$ cat src/rtl/booth_multiplier_param.sv
// Parametrised iterative radix-2 Booth multiplier with a serial operand load.
//
// Both operands arrive over one shared WIDTH-bit bus, the multiplicand first
// and then the multiplier. Each operand is qualified by in_valid. One Booth
// step runs per clock. Operands are extended to WIDTH+1 bits, so the
// most-negative signed value and full-scale unsigned values multiply exactly.
//
// Ports:
//   clk          rising-edge clock
//   rst          synchronous active-high reset
//   start        request a new multiplication (accepted only in IDLE)
//   signed_mode  1 = two's-complement operands, 0 = unsigned (sampled on start)
//   in_valid     data_in carries an operand this cycle
//   data_in      operand bus: multiplicand, then multiplier
//   busy         high in every state except IDLE
//   done         one-cycle pulse when output_data is updated
//   output_data  2*WIDTH-bit product, held until the next done
module booth_multiplier_param #(
    parameter int WIDTH = 16,
    parameter int CNT_W = $clog2(WIDTH + 2)
) (
    input  logic                 clk,
    input  logic                 rst,
    input  logic                 start,
    input  logic                 signed_mode,
    input  logic                 in_valid,
    input  logic [WIDTH-1:0]     data_in,
    output logic                 busy,
    output logic                 done,
    output logic [2*WIDTH-1:0]   output_data
);

    localparam int XW = WIDTH + 1;

    typedef enum logic [2:0] {
        IDLE,
        LOAD_A,
        LOAD_B,
        CALC,
        DONE
    } state_t;

    state_t state, state_nxt;

    logic [XW-1:0]      a_r;
    logic [XW-1:0]      q_r;
    logic [XW-1:0]      m_r;
    logic               q1_r;
    logic [CNT_W-1:0]   cnt_r;
    logic               mode_r;
    logic [2*WIDTH-1:0] out_r;

    logic [XW-1:0]      ext_in;
    logic [XW-1:0]      a_sum;
    logic [2*XW:0]      step;   // {A,Q,Q_1} after add/sub and the arithmetic shift

    always_comb begin
        ext_in = mode_r ? {data_in[WIDTH-1], data_in} : {1'b0, data_in};
    end

    always_comb begin
        a_sum = a_r;
        case ({q_r[0], q1_r})
            2'b01:   a_sum = a_r + m_r;
            2'b10:   a_sum = a_r - m_r;
            default: a_sum = a_r;
        endcase
        step = {a_sum[XW-1], a_sum, q_r};
    end

    // State register
    always_ff @(posedge clk) begin
        if (rst) begin
            state <= IDLE;
        end else begin
            state <= state_nxt;
        end
    end

    // Next-state logic
    always_comb begin
        state_nxt = state;
        case (state)
            IDLE:    if (start)    state_nxt = LOAD_A;
            LOAD_A:  if (in_valid) state_nxt = LOAD_B;
            LOAD_B:  if (in_valid) state_nxt = CALC;
            CALC:    if (cnt_r == CNT_W'(1)) state_nxt = DONE;
            DONE:    state_nxt = IDLE;
            default: state_nxt = IDLE;
        endcase
    end

    // Outputs
    always_comb begin
        busy        = (state != IDLE);
        done        = (state == DONE);
        output_data = out_r;
    end

    // Datapath
    always_ff @(posedge clk) begin
        if (rst) begin
            a_r    <= '0;
            q_r    <= '0;
            m_r    <= '0;
            q1_r   <= 1'b0;
            cnt_r  <= '0;
            mode_r <= 1'b0;
            out_r  <= '0;
        end else begin
            case (state)
                IDLE: begin
                    if (start) begin
                        mode_r <= signed_mode;
                    end
                end
                LOAD_A: begin
                    if (in_valid) begin
                        m_r <= ext_in;
                    end
                end
                LOAD_B: begin
                    if (in_valid) begin
                        q_r   <= ext_in;
                        a_r   <= '0;
                        q1_r  <= 1'b0;
                        cnt_r <= mode_r ? CNT_W'(WIDTH) : CNT_W'(WIDTH + 1);
                    end
                end
                CALC: begin
                    a_r   <= step[2*XW:XW+1];
                    q_r   <= step[XW:1];
                    q1_r  <= step[0];
                    cnt_r <= cnt_r - CNT_W'(1);
                    // In signed mode only WIDTH steps run, so the product is
                    // {A, Q[WIDTH:1]}. Q[0] still holds the multiplier's
                    // extension bit. In unsigned mode all WIDTH+1 steps run,
                    // so the product fills {A,Q}.
                    if (cnt_r == CNT_W'(1)) begin
                        out_r <= mode_r ? step[2*WIDTH+1:2] : step[2*WIDTH:1];
                    end
                end
                default: begin
                end
            endcase
        end
    end

endmodule
$ cat config.mk
export PLATFORM = sky130hd
export DESIGN_NAME = booth_multiplier_param
export DESIGN_NICKNAME = d
export VERILOG_FILES = /design/src/rtl/booth_multiplier_param.sv
export SDC_FILE = /design/constraint.sdc
export NUM_CORES = 1
export LEC_CHECK = 0
export ABC_AREA = 0
export CAP_MARGIN = 20
export CELL_PAD_IN_SITES_DETAIL_PLACEMENT = 1
export CELL_PAD_IN_SITES_GLOBAL_PLACEMENT = 1
export CORE_ASPECT_RATIO = 0.9
export CORE_UTILIZATION = 40
export CTS_CLUSTER_SIZE = 30
export DETAILED_ROUTE_END_ITERATION = 16
export DONT_BUFFER_PORTS = 1
export PLACE_DENSITY = 0.65
export SYNTH_ARGS = -nofsm -noshare
export SYNTH_HDL_FRONTEND = slang
export SYNTH_SLANG_ARGS = --single-unit
export TNS_END_PERCENT = 10
$ cat constraint.sdc
create_clock -name clk -period 4.48 [get_ports clk]
set_input_delay 0.448 -clock clk [delete_from_list [all_inputs] [get_ports clk]]
set_output_delay 0.448 -clock clk [all_outputs]
set_load 0.01 [all_outputs]
==> results.md <==
* Gr usage total at 0.241
* Top cells by count, synth: 92 x dfxtp_1, 83 x nor2_1, 72 x nand2_1
* Ys async rst share at 0
* Post-CTS Setup Inserts at 0
* Gr ovfl total at 0
* Sequential share of the synthesized area at 0.357
* Final Hold Vio Count at 0
* Top-area cell type share of the netlist area at 0.357
* Flops & latches, synth at 92
* Final Routed Wirelength at ~15,000 um
* Inst Count DP at about 760
* Port Buf Inserts at 0
* Setup violators final at 0
* YS warnings at 0
* Crit path kind: reg2reg
* Leakage Power at 1.88 nW
* Die area at ~13,000 um2
* Yosys cell types at 68
* Worst-path maximum fanout at 16
* Area grow syn2layout at 7.23%
* Worst Tran Pin Value at between 0.9 and 1 ns
* CTS tree: built
* Vias in the first global route at 4,531
* CP arrival at approximately 4.0 ns
* Clock Tree Buf Depth at 2
* Hold_buf cts at 0
* Vias at about 4.6k
* Worst-skew pair later-pin latency at ~0.36 ns
* First DRT Iteration DRCs at just over 300
* Ports at 55
* Die Wd at 122 um
* Clock transition at path regs at 0.07 ns
* Slew Viols, Final at 0
* Status: finished clean
* Period utilization at 0.815
* Highest clock rate at approximately 270 MHz
* Worst rel slew slack at 0.376
* Core area at around 12,000 um2
* Cts repair resizes at 0
* CP Data Required Time at ~4.8 ns
* Antenna violations before repair at 0
* Clock Root Buffer: clkbuf_16
* Worst reg2reg setup slack at between 0.8 and 0.9 ns
* Num Clock Sinks at 92
* Post-synth EDFFs at 0
* Die height at ~110 um
* Row count at 38
* Post-synth top area cell: dfxtp_1
* Gpl congestion at 0.847
* Top-count cell post-synth: dfxtp_1
* Synth top area cells: dfxtp_1 36%, nor2_1 6.0%, nand2_1 5.2%
* VDD IR max at between 0.2 and 0.25 mV
* RSZ-0062 raised after global routing: false
* Mapped cell area at 5160 um2
* Crit start category: register
* Routed WL per cell at just under 20 um
* Cells after Synth at between 600 and 700
* Setup crit end kind: register
* Syn_nets at 678
* Fin Setup TNS at 0 ns
* Share of cells above drive strength 1 at 0.0696
* Skew final at around 0.0077 ns
* Routed Antenna Nets at 0
* Power per cell area at about 390 nW/um2
* Min cycle time layout at approximately 3.7 ns
* HPWL after detailed placement at 10,800 um
* HP Class: in2reg
* Synthesized area per cell at a little over 8 um2
* H-tree Lvls at 3
* Global-route wire length before repair at 24,300 um
* Via-to-Cell Ratio at between 5 and 6
* Starting Density at 0.419
* Synth Flop Type: dfxtp_1
* Final Instance Count excl. Fillers at 778
* Antenna diodes at 0
* # DRC at 0
* Fin nets at around 660
* TritonCTS buffer count at 9
* Max cap viols at 0
* Drt pass-1 iters at 4
* Largest net degree at the start of global routing at 85
worst paths after layout:
check	start	end	cells after the start
worst max-delay path	q_r[0]	output_data[23]	11
worst min-delay path	rst	a_r[14]	1
worst max register to register	q_r[0]	output_data[23]	11
worst min register to register	m_r[16]	m_r[16]	2
state kept, by name, indices dropped and copies added (netlist names):
register     count
a_r             16
cnt_r            5
m_r             17
mode_r           1
output_data     32
q1_r             1
q_r             17
state            3
through the flow:
| stage | hold WS, ns | utilization | setup WS [ns] | power (mW) | area (um2) |
|---|---|---|---|---|---|
| finish | 0.154 | 0.449 | 0.827 | 2.17 | 5530 |
| global route | 0.144 | 0.449 | 0.587 | 2.28 | 5530 |
| CTS | 0.141 | 0.448 | 0.822 | 2.19 | 5520 |
| detailed placement | 0.469 | 0.424 | 0.851 | 1.39 | 5220 |
| global placement | 0.458 | 0.424 | 1.02 | 1.38 | 5220 |
| floorplan | 0.449 | - | 1.26 | 1.29 | 5160 |
critical path, cell delays in order (launching register included):
cell     delay [ns]
dfxtp_1        0.35
ha_1           0.50
nor2_1         0.15
xnor2_1        0.24
ha_1           0.32
nor2b_4        0.15
o31a_1         0.29
o41a_4         0.49
xnor2_1        0.15
o21ai_0        0.67
nand2_1        0.12
a21oi_1        0.15
routing by layer:
metal	global-route usage	share of wire	routed length (um)
met1	0.323	0.49	7360
met2	0.388	0.46	6880
met3	0.0430	0.041	619
met4	0.0820	0.014	209
met5	0	0	0
cells in the final DEF, fill, tap and decap left out, drive strengths merged, types with 3 or more instances in the layout:
master and instances:
dfxtp 92, nor2 83, nand2 72, a21oi 48
nor3 33, mux2i 25, a211oi 25, xnor2 22
o21ai 20, o22ai 20, ha 20, inv 20
a22oi 13, nand3 10, clkbuf 9, buf 7
nor2b 6, nand2b 5, or3 5, nand4 5
o21a 5, o31ai 5, xor2 4, a21o 4
mux2 3, and3 3, a31oi 3, o31a 3
a32oi 3, and4 3, clkinv 3
logic make-up after synthesis:
family / share of synthesized area
simple gates: 0.205
compound gates: 0.230
flops: 0.357
buf+inv: 0.0512
mux: 0.0594
xor+xnor: 0.0442
fa+ha+maj: 0.0524
report_power, final:
| part | switching [mW] | internal, mW | total (mW) | leakage [nW] |
|---|---|---|---|---|
| clock | 0.354 | 0.435 | 0.790 | 0.142 |
| combinational | 0.304 | 0.207 | 0.511 | 0.998 |
| sequential | 0.0255 | 0.839 | 0.865 | 0.744 |
cell type report:
class                           count  area, um2
Fill cell                        1484       6780
Multi-Input combinational cell    484       3060
Sequential cell                    92       1840
Clock buffer                        9        225
Tap cell                          160        200
Clock inverter                      7       76.3
Inverter                           19       71.3
Timing Repair Buffer                7       52.6
(Power assumes the default switching activity.)
